--- src/rtl/fpu_host_seq.sv ---
// ============================================================================
// Module   : fpu_host_seq
// Purpose  : Bus initiator that loads A/B/opcode into the byte-wide FPU
//            register port, waits for end-of-command and reads the result.
//            Optional WAIT_END timeout is built when FPU_HOST_TIMEOUT_EN is
//            defined.
// Revision : 1.0 - initial release
// ============================================================================
`default_nettype none

module fpu_host_seq #(
  parameter int STROBE_CYCLES  = 1,
  parameter int TIMEOUT_CYCLES = 1024
) (
  input  logic        clk,
  input  logic        arst_n,
  input  logic        req,
  input  logic [31:0] op_a,
  input  logic [31:0] op_b,
  input  logic [7:0]  opcode,
  output logic        busy,
  output logic        done,
  output logic        error,
  output logic [31:0] result,
  output logic [3:0]  fpu_addr,
  output logic [7:0]  fpu_dout,
  input  logic [7:0]  fpu_din,
  output logic        fpu_cs_n,
  output logic        fpu_wr_n,
  output logic        fpu_rd_n,
  input  logic        fpu_cmd_end,
  output logic        fpu_end_ack
);

  typedef enum logic [3:0] {
    S_IDLE     = 4'd0,
    S_W_SETUP  = 4'd1,
    S_W_STROBE = 4'd2,
    S_W_HOLD   = 4'd3,
    S_WAIT_END = 4'd4,
    S_R_SETUP  = 4'd5,
    S_R_STROBE = 4'd6,
    S_R_HOLD   = 4'd7,
    S_ACK      = 4'd8
  } state_t;

  localparam logic [3:0] c_STB_LAST = 4'(STROBE_CYCLES - 1);
  localparam logic [3:0] c_LAST_WR  = 4'd8;
  localparam logic [3:0] c_FIRST_RD = 4'd9;
  localparam logic [3:0] c_LAST_RD  = 4'd12;

  if (STROBE_CYCLES < 1 || STROBE_CYCLES > 15 || TIMEOUT_CYCLES < 1) begin : g_param_check
    $error("fpu_host_seq: STROBE_CYCLES must be 1..15 and TIMEOUT_CYCLES >= 1");
  end

`ifdef FPU_HOST_TIMEOUT_EN
  localparam int c_TO_W = (TIMEOUT_CYCLES > 1) ? $clog2(TIMEOUT_CYCLES) : 1;
  localparam logic [c_TO_W-1:0] c_TO_LAST = c_TO_W'(TIMEOUT_CYCLES - 1);
  logic [c_TO_W-1:0] r_to_cnt;
`else
  assign error = 1'b0;
`endif

  state_t           r_state;
  logic [3:0]       r_idx;
  logic [3:0]       r_stb_cnt;
  logic [8:0][7:0]  r_wbyte;   // register-map order: A0..A3, B0..B3, opcode
  logic [3:0][7:0]  r_rbuf;    // result shadow, published to result on done
  logic [3:0]       w_next_idx;
  logic [1:0]       w_rsel;

  assign w_next_idx = r_idx + 4'd1;
  assign w_rsel     = 2'(r_idx - c_FIRST_RD);

  always_ff @(posedge clk or negedge arst_n) begin
    if (!arst_n) begin
      r_state     <= S_IDLE;
      r_idx       <= 4'd0;
      r_stb_cnt   <= 4'd0;
      r_wbyte     <= '0;
      r_rbuf      <= '0;
      busy        <= 1'b0;
      done        <= 1'b0;
      result      <= 32'd0;
      fpu_addr    <= 4'd0;
      fpu_dout    <= 8'd0;
      fpu_cs_n    <= 1'b1;
      fpu_wr_n    <= 1'b1;
      fpu_rd_n    <= 1'b1;
      fpu_end_ack <= 1'b0;
`ifdef FPU_HOST_TIMEOUT_EN
      error       <= 1'b0;
      r_to_cnt    <= '0;
`endif
    end else begin
      done <= 1'b0;
      case (r_state)
        S_IDLE: begin
          if (req) begin
            r_wbyte  <= {opcode, op_b, op_a};
            r_idx    <= 4'd0;
            busy     <= 1'b1;
            fpu_cs_n <= 1'b0;
            fpu_wr_n <= 1'b1;
            fpu_addr <= 4'd0;
            fpu_dout <= op_a[7:0];
            r_state  <= S_W_SETUP;
          end else begin
            busy <= 1'b0;
          end
        end
        S_W_SETUP: begin
          fpu_wr_n  <= 1'b0;
          r_stb_cnt <= c_STB_LAST;
          r_state   <= S_W_STROBE;
        end
        S_W_STROBE: begin
          if (r_stb_cnt == 4'd0) begin
            fpu_wr_n <= 1'b1;
            r_state  <= S_W_HOLD;
          end else begin
            r_stb_cnt <= r_stb_cnt - 4'd1;
          end
        end
        S_W_HOLD: begin
          if (r_idx < c_LAST_WR) begin
            r_idx    <= w_next_idx;
            fpu_addr <= w_next_idx;
            fpu_dout <= r_wbyte[w_next_idx];
            r_state  <= S_W_SETUP;
          end else begin
            fpu_cs_n <= 1'b1;
            r_state  <= S_WAIT_END;
`ifdef FPU_HOST_TIMEOUT_EN
            r_to_cnt <= '0;
`endif
          end
        end
        S_WAIT_END: begin
          if (fpu_cmd_end) begin
            r_idx    <= c_FIRST_RD;
            fpu_addr <= c_FIRST_RD;
            fpu_cs_n <= 1'b0;
            r_state  <= S_R_SETUP;
          end
`ifdef FPU_HOST_TIMEOUT_EN
          else if (r_to_cnt == c_TO_LAST) begin
            done    <= 1'b1;
            error   <= 1'b1;
            result  <= 32'd0;
            r_state <= S_IDLE;
          end else begin
            r_to_cnt <= r_to_cnt + 1'b1;
          end
`endif
        end
        S_R_SETUP: begin
          fpu_rd_n  <= 1'b0;
          r_stb_cnt <= c_STB_LAST;
          r_state   <= S_R_STROBE;
        end
        S_R_STROBE: begin
          if (r_stb_cnt == 4'd0) begin
            r_rbuf[w_rsel] <= fpu_din;
            fpu_rd_n       <= 1'b1;
            r_state        <= S_R_HOLD;
          end else begin
            r_stb_cnt <= r_stb_cnt - 4'd1;
          end
        end
        S_R_HOLD: begin
          if (r_idx < c_LAST_RD) begin
            r_idx    <= w_next_idx;
            fpu_addr <= w_next_idx;
            r_state  <= S_R_SETUP;
          end else begin
            fpu_cs_n    <= 1'b1;
            fpu_end_ack <= 1'b1;
            r_state     <= S_ACK;
          end
        end
        S_ACK: begin
          if (!fpu_cmd_end) begin
            fpu_end_ack <= 1'b0;
            done        <= 1'b1;
            result      <= r_rbuf;
`ifdef FPU_HOST_TIMEOUT_EN
            error       <= 1'b0;
`endif
            r_state     <= S_IDLE;
          end
        end
        default: r_state <= S_IDLE;
      endcase
    end
  end

endmodule

`default_nettype wire

--- config.mk ---
export PLATFORM = sky130hd
export DESIGN_NAME = fpu_host_seq
export DESIGN_NICKNAME = d
export VERILOG_FILES = /design/src/rtl/fpu_host_seq.sv
export SDC_FILE = /design/constraint.sdc
export NUM_CORES = 1
export LEC_CHECK = 0
export BUFFER_PORTS_ARGS = -buffer_cell sky130_fd_sc_hd__buf_4
export CELL_PAD_IN_SITES_DETAIL_PLACEMENT = 1
export CELL_PAD_IN_SITES_GLOBAL_PLACEMENT = 1
export CORE_MARGIN = 3
export CORE_UTILIZATION = 49
export DETAILED_ROUTE_END_ITERATION = 8
export GPL_TIMING_DRIVEN = 0
export MAX_ROUTING_LAYER = met4
export PLACE_DENSITY = 0.88
export SYNTH_ARGS = -nofsm -noshare
export SYNTH_HDL_FRONTEND = slang
export SYNTH_SLANG_ARGS = --single-unit
export TNS_END_PERCENT = 10
--- constraint.sdc ---
create_clock -name clk -period 5.6 [get_ports clk]
set_input_delay 0.28 -clock clk [delete_from_list [all_inputs] [get_ports clk]]
set_output_delay 0.28 -clock clk [all_outputs]
set_load 0.01 [all_outputs]
[Yosys cells after proc, flatten, opt, wreduce, memory -nomap -nowiden]
Cells that the tools add are included.
Operators by class
  $add $sub $neg: 3
  magnitude comparators: 5
  eq/ne operators: 18
  mux-type cells: 37
  bitwise gates (word level): 1
  reduce and logical (&&, ||, !) cells: 22
Operators by type and width (count)
  $mux W4: 11
  $pmux W4 S9: 1
  $bmux W8 S4: 1
  $bwmux W32: 1
  $mux W8: 4
  $ne A2 B2 Y1 const B: 10
  $demux W8 S2: 1
  $eq A4 B3 Y1 const B: 4
  $pmux W4 S4: 1
  $pmux W8 S2: 1
  $reduce_and A5 Y1: 3
  $mux W1: 10
  $reduce_and A2 Y1: 5
  $reduce_and A3 Y1: 3
  $eq A4 B2 Y1 const B: 2
  $logic_not A4 Y1: 2
  $lt A4 B4 Y1 const B: 2
  $pmux W4 S2: 1
  $reduce_bool A2 Y1: 4
  $lt A4 B5 Y1 const B: 1
  $add A4 B1 Y4 const B: 1
  $eq A4 B1 Y1 const B: 1
  $eq A4 B4 Y1 const B: 1
  $pmux W1 S2: 2
  12 further kinds: 13
Storage, ports and cells
  flip-flop bits (word level): 162
  input port bits: 84
  word-level logic and storage cells: 110

[Depth between registers and ports, before layout]
Gate-level depths: netlist of run 1.
  depth in word-level cells: 6
  mapped depth: 9
  depth with buffers taken out: 6

[Least setup slack after synthesis of run 1]
Ideal clock, no wire load.
  path kind: flip-flop to flip-flop
  start point: register r_idx[0]
  end point: register fpu_dout[5]
  library setup time: 0.128 ns
  arrival: 2.484 ns
  data required time: 5.472 ns
  path slack: 2.988 ns
  cell stages (with the launch flop): 10
  path buffers: 4
  period minus slack after synthesis: 2.612 ns
  path through: dfrtp_1 > buf_4 > buf_4 > inv_1 > ha_1 > clkbuf_1 > clkbuf_1 > mux4_2 > a32oi_1 > a31oi_1
Between the ends
  longest elaborated chain between the ends: 5
  elaborated cells on any way between the ends: 8
RTL lines
  start, declared: line 65  | logic [3:0] r_idx;
  start signal, assigned: line 127  | r_idx <= w_next_idx;
  start signal, assigned: line 141  | r_idx <= c_FIRST_RD;
  start signal, assigned: line 173  | r_idx <= w_next_idx;
  $add A4 B1 Y4: line 72  | assign w_next_idx = r_idx + 4'd1;
  $bmux W8 S4: line 129  | fpu_dout <= r_wbyte[w_next_idx];
  $mux W8 (not written as such): line 129
  $mux W8: line 126  | if (r_idx < c_LAST_WR) begin
  $pmux W8 S2: line 97  | case (r_state)
  end signal, assigned: line 106  | fpu_dout <= op_a[7:0];
  end signal, assigned: line 129
  end, declared: line 26  | output logic [7:0] fpu_dout,
Parallel ways exist; a longest one is shown, timed or not. The select of a mux whose other input is x is not followed.
A chain may end at the register's enable or synchronous reset.

[Worst setup path after layout of run 1]
  start point: register r_idx[0]
  end point: register fpu_dout[7]
Same word-level chain as after synthesis.

==> results.py, run 1 <==
metrics = {
    "outcome": {
        "status": "finished, final reports clean",
    },
    "power_and_ir_drop": {
        "seq_power_share_pct": 41.2,
        "swShare_pct": 32.4,
        "p_sw_uw": 1460,
        "ir_drop_uv": 266,
        "p_comb_share_pct": 30.6,
        "pwr-share-clk_pct": 28.2,
        "power_leakage_uw": 0.00444,
        "intPower_uw": 3050,
        "power_uw": 4510,
        "power_density_nw_per_um2": 501,
    },
    "cells_and_area": {
        "n_antenna_cell": 0,
        "layout.nets": 734,
        "area_growth_pct": 27.0,
        "drive_gt1_share_pct": 55.0,
        "fillers": 1340,
    },
    "yosys": {
        "synth-edff-count": 0,
        "syn-num-nets": 580,
        "synth_top_area_share_pct": 56.1,
        "yosysWarnings": 0,
        "synth_seq_cells": 162,
        "netlist_area_um2": 7090,
        "yosysSeqAreaShare_pct": 57.2,
        "avgSynthCellArea_um2": 14.4,
        "yosysTopAreaCell": "dfrtp_1",
        "synthTopCellsByCount": "dfrtp_1, mux2_2, buf_2, mux4_2, nand2_1",
        "yosysUniqueCellTypes": 50,
        "synth_area_leaders": "dfrtp_1, mux2_2, mux4_2, mux2i_1, buf_2",
        "async_flop_share_pct": 100,
        "synthFlopType": "dfrtp_1",
        "netlist_instances": 491,
        "synth_most_common_cell": "dfrtp_1",
    },
    "sta": {
        "drv_slew": 0,
        "layout_min_cycle_time_ns": 3.55,
        "slew_headroom_pct": 15.9,
        "setup_viol": 0,
        "period_share_pct": 63.4,
        "fin_tns_setup_ns": 0,
        "worst_pin_slew_ns": 1.25,
        "max_freq_mhz": 281,
        "hold_viol": 0,
        "fin_worst_skew_ns": 0.0144,
        "rsz0062_at_grt": "false",
    },
    "setup_path": {
        "crit_slowest_cell": "clkbuf_1",
        "worstPathCellList": "buf_4, buf_4, inv_1, ha_1, clkbuf_1, clkbuf_1, mux4_2, a22oi_1, a31oi_1",
        "cp_max_fo": 10,
        "crit_path_end_kind": "flip-flop",
        "r2r_setup_slack_ns": 2.05,
        "cp-start-kind": "flip-flop",
        "cp_slowest_stage_delay_ns": 0.69,
        "required_ns": 5.89,
        "worstPathArrival_ns": 3.85,
        "crit_type": "flip-flop to flip-flop",
    },
    "clocking": {
        "cts_max_path_buffers": 2,
        "post_cts.repair.setup_buffers": 0,
        "cts_tree": "yes",
        "cts_buffers": 17,
        "path_clk_slew_ns": 0.07,
        "h-tree-depth": 4,
        "clk_latency_ns": 0.44,
        "clock-sinks": 162,
        "root_buffer": "clkbuf_16",
    },
    "route": {
        "drc": 0,
        "drtIter0Drc": 276,
        "route.vias.total": 4890,
        "wl_per_cell_um": 25.1,
        "ant_nets": 0,
        "finalWirelength_mm": 21.1,
        "via_per_inst": 5.84,
        "drtPass1Iterations": 4,
    },
    "placement": {
        "post-dp-hpwl_mm": 13.1,
        "place.gp.congestion": 0.822,
        "io_buffer_count": 133,
    },
    "floorplan": {
        "core_area_um2": 14000,
        "dieArea_um2": 15900,
        "start_util_pct": 50.7,
        "rows": 43,
        "io-pin-count": 135,
        "die_w_um": 126,
        "fp.dieH_um": 126,
    },
    "global_routing": {
        "first_global_vias": 5620,
        "grt-ovfl-total": 0,
        "antenna_found_initial": 0,
        "grt_start_max_net_pins": 95,
        "grt_pass1_wl_mm": 32.8,
        "track_usage_pct": 27.9,
    },
    "flow_run": {
        "drv_cap": 0,
    },
    "worst_hold_path": {
        "hold_class": "input pin to flip-flop",
    },
}
## metal layers
metal | vias to the layer above | routed length [um] | global-route usage [%]
met5 | - | 0 | -
met4 | 0 | 811 | 12.2
met3 | 53 | 1090 | 6.62
met2 | 162 | 11000 | 47.0
met1 | 2567 | 8200 | 31.8
li1 | 2108 | - | -
## placed cells by master (no fill, tap or decap), types with 3 or more instances in the layout
cell type   count
nand2_1        13
ha_1            5
o21ai_0         9
clkbuf_16      17
nor3_1          4
nor2_1         10
nand3_1        10
bufinv_16       4
inv_1           9
clkbuf_1        7
mux2_2        137
dfstp_2         3
mux2i_1        11
or2_2           8
clkinvlp_4      3
buf_2          16
mux4_2         16
a21oi_1         6
a22oi_1         9
inv_6           4
a31oi_1        10
dfrtp_1       159
buf_4         136
nand2_2         4
## final timing paths
kind                           start  cells past startpoint     endpoint
max                         r_idx[0]                      9  fpu_dout[7]
min                         op_a[26]                      2  r_wbyte[26]
max reg2reg                 r_idx[0]                      9  fpu_dout[7]
min reg2reg                r_rbuf[1]                      1    result[1]
max in group asynchronous     arst_n                      3  fpu_dout[5]
min in group asynchronous     arst_n                      2   r_rbuf[18]
## logic make-up (layout without fill, tap and decap cells)
group | Yosys count | in the layout | share of synthesized area [%]
mux | 165 | 165 | 28.6
flops | 162 | 162 | 57.2
simple gates | 71 | 71 | 5.84
compound gates | 49 | 49 | 4.77
buf+inv | 36 | 203 | 2.40
fa+ha+maj | 5 | 5 | 0.883
xor+xnor | 2 | 2 | 0.247
other cells | 1 | 1 | 0.0529
## power by group through the flow
stage | registers, uW | logic [uW] | clock network [uW]
after CTS | 1850 | 1390 | 1280
final | 1860 | 1380 | 1270
after floorplan | 1770 | 897 | 0
after detailed placement | 1840 | 1320 | 0
after global routing | 1890 | 1480 | 1340
after global placement | 1790 | 1240 | 0
## flip-flops by register name, summed over array words and instances (netlist names), 4 cells and up
signal,flops
fpu_dout,8
result,32
r_stb_cnt,4
r_rbuf,32
r_idx,4
r_state,4
r_wbyte,72
## what timing repair did
action,in CTS,in global routing
hold endpoints to repair,66,0
hold buffers,1,0
resized for setup,0,0
## layout make-up
| cell class | instances | area, um2 | area share [%] |
|---|---|---|---|
| Tap cell | 180 | 225 | 2.50 |
| Clock inverter | 14 | 200 | 2.22 |
| Clock buffer | 18 | 439 | 4.88 |
| Buffer | 27 | 136 | 1.52 |
| Inverter | 9 | 33.8 | 0.375 |
| Sequential cell | 162 | 4060 | 45.1 |
| Timing Repair Buffer | 135 | 1040 | 11.6 |
| Multi-Input combinational cell | 293 | 2870 | 31.9 |
## through the flow
stage	area, um2	std cells	setup slack (ns)	util [%]	hold slack, ns
after floorplan	7090	491	2.99	-	-0.0156
after global placement	8310	804	2.14	59.4	0.469
after detailed placement	8340	805	2.14	59.6	0.334
after CTS	8990	838	2.02	64.3	0.0698
after global routing	9000	838	1.77	64.3	0.0669
final	9000	838	2.05	64.3	0.0772
## critical path: cells and delay by family, from the launching register on
family,cells,cell delay [ns]
multiplexers,1,0.43
adder cells (fa/ha/maj),1,0.30
buffers and inverters,5,1.92
AO/OA/AOI/OAI,2,0.31
flip-flops,1,0.44
Power figures use the tool's default switching activity.
==> inputs of run 2 (changes only) <==
CORE_UTILIZATION = 45   (was 49)
PLACE_DENSITY = 0.82   (was 0.88)
clock period = 3.3 ns   (was 5.6 ns; I/O delays follow)
==> run 2 against run 1 <==
- first-iteration DRC count fell by 9.1%
- critical endpoint is now fpu_dout[6]
- clock-buffer cell count rose by 4
- non-clock buffer count rose by 73
- fmax rose by 14%
- cell count rose by 13%
- register-to-register slack got worse by 1.9 ns
- core utilization fell by 0.73 points
- largest power group unchanged
- global-route usage rose by 0.75 points
- hold slack got worse by 0.067 ns
==> results.py, run 2 (same netlist as run 1, synthesis figures left out) <==
metrics = {
    "sta": {
        "worst_pin_slew_ns": 1.07,
        "setup_viol": 0,
        "layout_min_cycle_time_ns": 3.11,
        "fin_worst_skew_ns": 0.0144,
        "rsz0062_at_grt": "false",
        "drv_slew": 0,
        "hold_slack_ns": 0.0104,
        "fin_tns_setup_ns": 0,
        "hold_viol": 0,
        "finalWorstSetupSlack_ns": 0.195,
        "max_freq_mhz": 322,
        "slew_headroom_pct": 27.3,
        "period_share_pct": 94.1,
    },
    "power_and_ir_drop": {
        "ir_drop_uv": 464,
        "power_leakage_uw": 0.00474,
        "power_density_nw_per_um2": 785,
    },
    "outcome": {
        "status": "finished, final reports clean",
    },
    "placement": {
        "pre_cts_slack_ns": -0.188,
        "post-dp-hpwl_mm": 13.2,
        "placedCellCount": 836,
        "io_buffer_count": 133,
        "place.gp.congestion": 0.834,
    },
    "setup_path": {
        "reg2reg_to": "fpu_dout[6]",
        "startpoint": "r_idx[0]",
        "crit_slowest_cell": "ha_2",
        "required_ns": 3.60,
        "cp_max_fo": 10,
        "cpMostUsedCell": "buf_4",
        "r2r_setup_slack_ns": 0.19,
        "cp_slowest_stage_delay_ns": 0.55,
        "crit_type": "flip-flop to flip-flop",
        "cp.depth": 8,
        "critPathCapture": "fpu_dout[6]",
        "crit_family": "buffers and inverters",
        "worst_r2r_path_depth": 8,
        "cp-start-kind": "flip-flop",
        "cp_num_buf_inv": 4,
        "worstPathArrival_ns": 3.41,
        "crit_path_end_kind": "flip-flop",
        "r2r_start": "r_idx[0]",
        "worstPathCellList": "buf_4, buf_4, inv_1, ha_2, clkbuf_2, mux4_2, a22oi_1, a31oi_1",
    },
    "clocking": {
        "clock-sinks": 162,
        "path_clk_slew_ns": 0.07,
        "clk_latency_ns": 0.44,
        "cts_max_path_buffers": 2,
        "h-tree-depth": 4,
        "cts_tree": "yes",
        "root_buffer": "clkbuf_16",
        "cts_buffers": 17,
    },
    "floorplan": {
        "start_util_pct": 46.3,
        "core_area_um2": 15300,
        "die_w_um": 132,
        "dieArea_um2": 17300,
        "rows": 45,
        "fp.dieH_um": 132,
        "io-pin-count": 135,
    },
    "global_routing": {
        "grt_start_max_net_pins": 86,
        "first_global_vias": 6107,
        "grt-ovfl-total": 0,
        "grt_pass1_wl_mm": 36.5,
        "antenna_found_initial": 2,
        "track_usage_pct": 28.6,
    },
    "route": {
        "route.vias.total": 5260,
        "wl_met1_mm": 8.83,
        "dr_wl_met2_mm": 12.8,
        "highest_layer": "met4",
        "drc": 0,
        "wl_per_cell_um": 25.0,
        "finalWirelength_mm": 23.6,
        "drtIter0Drc": 251,
        "wl_met3_um": 973,
        "ant_nets": 0,
        "via_per_inst": 5.58,
        "drtPass1Iterations": 4,
    },
    "cells_and_area": {
        "layout.nets": 807,
        "instances_no_fill": 943,
        "area_growth_pct": 37.4,
        "mostFrequentLayoutCell": "dfrtp_1",
        "largest_reg_flops": 72,
        "final_cell_mix": "dfrtp_1, mux2_2, buf_4",
        "regMostFlops": "r_wbyte",
        "drive_gt1_share_pct": 49.9,
        "biggestRegsByFlops": "r_wbyte (72), r_rbuf (32), result (32)",
    },
    "worst_hold_path": {
        "hold_class": "input pin to flip-flop",
    },
    "flow_run": {
        "drv_cap": 0,
    },
}
-- run 2: report_power, final --
part / internal, uW / switching, uW / total (uW)
sequential: 2690 / 503 / 3190
combinational: 1250 / 1200 / 2450
clock: 1150 / 858 / 2010
-- run 2: layer usage --
layer | vias up | global-route usage (%)
li1 | 2247 | -
met1 | 2738 | 31.7
met2 | 207 | 50.1
met3 | 68 | 5.40
met4 | 0 | 13.1
met5 | - | -
-- run 2: how the worst min path moves through the flow --
| stage | depth (start not counted) | from | endpoint |
|---|---|---|---|
| finish | 2 | fpu_din[5] | r_rbuf[5] |
| global route | 2 | fpu_din[6] | r_rbuf[14] |
| CTS | 2 | fpu_din[5] | r_rbuf[5] |
| detailed placement | 1 | arst_n | r_rbuf[13] |
| global placement | 2 | op_a[25] | r_wbyte[25] |
| floorplan | 0 | arst_n | busy |
-- run 2: cell type report --
type,count,area [um2]
clock inverters,9,97.6
inverters,9,33.8
fillers,1477,5570
clock buffers,22,494
flip-flops and latches,162,4060
well taps,211,264
plain buffers,26,134
diodes,2,5.00
multi-input cells,293,2870
repair buffers,209,1780
-- run 2: through the flow --
stage / cell area (um2) / power, uW / utilization, %
final: 9740 / 7650 / 63.6
after global routing: 9740 / 7970 / 63.6
after CTS: 9710 / 7430 / 63.4
after detailed placement: 8380 / 5360 / 54.7
after global placement: 8350 / 5160 / 54.5
after floorplan: 7090 / 4520 / -
-- run 2: worst reg2reg max path, delay by kind of cell, from the launching register on --
kind,cells,cell delay [ns]
flip-flops,1,0.46
buffers and inverters,4,1.17
multiplexers,1,0.41
adder cells (fa/ha/maj),1,0.55
AO/OA/AOI/OAI,2,0.39
-- run 2: repair_timing --
action | 4_1_cts | 5_1_grt
hold endpoints to repair | 159 | 1
setup endpoints to repair | 8 | 1
buffers inserted | 0 | 0
hold buffers | 74 | 1
resized for setup | 1 | 1
==> inputs of run 3 (changes only) <==
--- a/config.mk
+++ b/config.mk
@@ -15,4 +15,5 @@
 export MAX_ROUTING_LAYER = met4
 export PLACE_DENSITY = 0.82
+export REMOVE_ABC_BUFFERS = 1
 export SYNTH_ARGS = -nofsm -noshare
 export SYNTH_HDL_FRONTEND = slang
==> constraint.sdc (replaced) <==
create_clock -name clk -period 3.3 [get_ports clk]
set_input_delay 0.495 -clock clk [delete_from_list [all_inputs] [get_ports clk]]
set_output_delay 0.495 -clock clk [all_outputs]
set_load 0.01 [all_outputs]
==> run 3 against run 2 <==
- cell count decreased by 10%
- critical path depth decreased by 3
- setup slack improved by 0.12 ns
- clock power decreased by 5%
- sequential cell count unchanged
- sequential share of layout area increased by 3.9 points
- design area decreased by 8.6%
- global-route usage decreased by 7.2 points
- hold slack improved by 0.073 ns
- via count decreased by 13%
- clock skew decreased by 0.0062 ns
- critical path type unchanged
- critical endpoint is now fpu_dout[7]
- highest routed layer unchanged
==> results.py, run 3 (same netlist as run 1, synthesis figures left out) <==
metrics = {
    "setup_path": {
        "worstPathArrival_ns": 3.26,
        "required_ns": 3.57,
        "crit_path_end_kind": "flip-flop",
        "cp_slowest_stage_delay_ns": 0.94,
        "cp_max_fo": 24,
        "crit_slowest_cell": "ha_1",
        "cp-start-kind": "flip-flop",
        "worstPathCellList": "inv_1, ha_1, mux4_2, a22oi_1, a31oi_1",
        "crit_type": "flip-flop to flip-flop",
    },
    "cells_and_area": {
        "area_growth_pct": 25.6,
        "layout.nets": 711,
        "fillers": 1511,
        "final_cell_mix": "dfrtp_1, mux2_2, buf_4",
        "n_antenna_cell": 0,
        "mostFrequentLayoutCell": "dfrtp_1",
        "regMostFlops": "r_wbyte",
        "biggestRegsByFlops": "r_wbyte (72), r_rbuf (32), result (32)",
        "drive_gt1_share_pct": 54.4,
        "largest_reg_flops": 72,
    },
    "clocking": {
        "cts_buffers": 17,
        "path_clk_slew_ns": 0.06,
        "cts_tree": "yes",
        "cts_max_path_buffers": 2,
        "cts_resized": 1,
        "clk_latency_ns": 0.42,
        "h-tree-depth": 4,
        "cts_hold_buf": 0,
        "post_cts.repair.setup_buffers": 0,
        "root_buffer": "clkbuf_16",
        "clock-sinks": 162,
    },
    "route": {
        "wl_per_cell_um": 20.7,
        "drc": 0,
        "drtPass1Iterations": 4,
        "finalWirelength_mm": 17.5,
        "dr_wl_met2_mm": 9.15,
        "drtIter0Drc": 182,
        "ant_nets": 0,
        "wl_met1_mm": 7.26,
        "wl_met3_um": 921,
        "route.vias.total": 4583,
        "highest_layer": "met4",
        "via_per_inst": 5.42,
    },
    "sta": {
        "worst_pin_slew_ns": 1.12,
        "rsz0062_at_grt": "false",
        "setup_viol": 0,
        "layout_min_cycle_time_ns": 2.99,
        "drv_slew": 0,
        "slew_headroom_pct": 24.3,
        "max_freq_mhz": 334,
        "fin_worst_skew_ns": 0.00826,
        "finalWorstSetupSlack_ns": 0.310,
        "hold_viol": 0,
        "period_share_pct": 90.6,
    },
    "power_and_ir_drop": {
        "p_comb_share_pct": 28.4,
        "power_leakage_uw": 0.00436,
        "ir_drop_uv": 367,
        "power_uw": 7170,
        "swShare_pct": 30.7,
        "power_density_nw_per_um2": 806,
        "pwr-share-clk_pct": 26.6,
        "p_sw_uw": 2200,
        "intPower_uw": 4970,
        "seq_power_share_pct": 45.0,
    },
    "global_routing": {
        "antenna_found_initial": 0,
        "grt-ovfl-total": 0,
        "first_global_vias": 5193,
        "track_usage_pct": 21.4,
        "grt_start_max_net_pins": 87,
        "grt_pass1_wl_mm": 28.5,
    },
    "floorplan": {
        "die_w_um": 132,
        "rows": 45,
        "io-pin-count": 135,
        "fp.dieH_um": 132,
        "core_area_um2": 15300,
        "start_util_pct": 46.3,
        "dieArea_um2": 17300,
    },
    "worst_hold_path": {
        "hold_class": "input pin to async pin",
    },
    "placement": {
        "pre_cts_slack_ns": -0.217,
        "place.gp.congestion": 0.821,
        "post-dp-hpwl_mm": 11.8,
        "io_buffer_count": 133,
    },
    "outcome": {
        "status": "finished, final reports clean",
    },
    "flow_run": {
        "drv_cap": 0,
    },
}
## run 3: path summary, 6_finish.rpt
| check | from | to | depth (start not counted) | slack [ns] |
|---|---|---|---|---|
| hold / removal | arst_n | result[8] | 1 | 0.08 |
| setup / recovery | r_idx[0] | fpu_dout[7] | 5 | 0.31 |
| hold reg to reg | busy | busy | 2 | 0.48 |
| max in group asynchronous | arst_n | r_wbyte[61] | 2 | 2.37 |
| setup reg to reg | r_idx[0] | fpu_dout[7] | 5 | 0.31 |
| min in group clk | op_b[22] | r_wbyte[54] | 2 | 0.30 |
## run 3: power by group through the flow
stage	Clock [uW]	Combinational, uW	Sequential [uW]
finish	1910	2040	3230
global route	2040	2220	3330
CTS	1950	2080	3230
detailed placement	0	2040	3240
global placement	0	1930	3150
floorplan	0	1400	3080
## run 3: layout make-up
cell class | count | area [um2] | area share [%]
sequential | 162 | 4060 | 45.6
multi-input combinational | 293 | 2890 | 32.4
inverter | 9 | 33.8 | 0.379
clock inverter | 10 | 111 | 1.25
clock buffer | 21 | 450 | 5.06
tap | 211 | 264 | 2.97
timing repair buffer | 139 | 1100 | 12.3
## run 3: critical path, delay by kind of cell (launching register included)
kind	cells	cell delay (ns)
buffers and inverters	1	0.22
adder cells (fa/ha/maj)	1	0.94
flip-flops	1	0.83
AO/OA/AOI/OAI	2	0.41
multiplexers	1	0.42
## run 3: routing by layer
| metal | vias to the layer above | GRT usage, % |
|---|---|---|
| li1 | 2063 | - |
| met1 | 2376 | 25.6 |
| met2 | 128 | 36.0 |
| met3 | 16 | 6.13 |
| met4 | 0 | 5.25 |
| met5 | - | - |
## run 3: metrics by stage
| stage | instance area, um2 | setup TNS (ns) | instances | util (%) | hold slack (ns) |
|---|---|---|---|---|---|
| 2_1_floorplan | 6950 | -56.80 | 464 | - | 0.199 |
| 3_3_place_gp | 8210 | -197.51 | 808 | 53.6 | 0.465 |
| 3_5_place_dp | 8340 | -1.47 | 814 | 54.5 | 0.469 |
| 4_1_cts | 8900 | 0 | 845 | 58.1 | 0.137 |
| 5_1_grt | 8900 | 0 | 845 | 58.1 | 0.140 |
| 6_report | 8900 | 0 | 845 | 58.1 | 0.0834 |
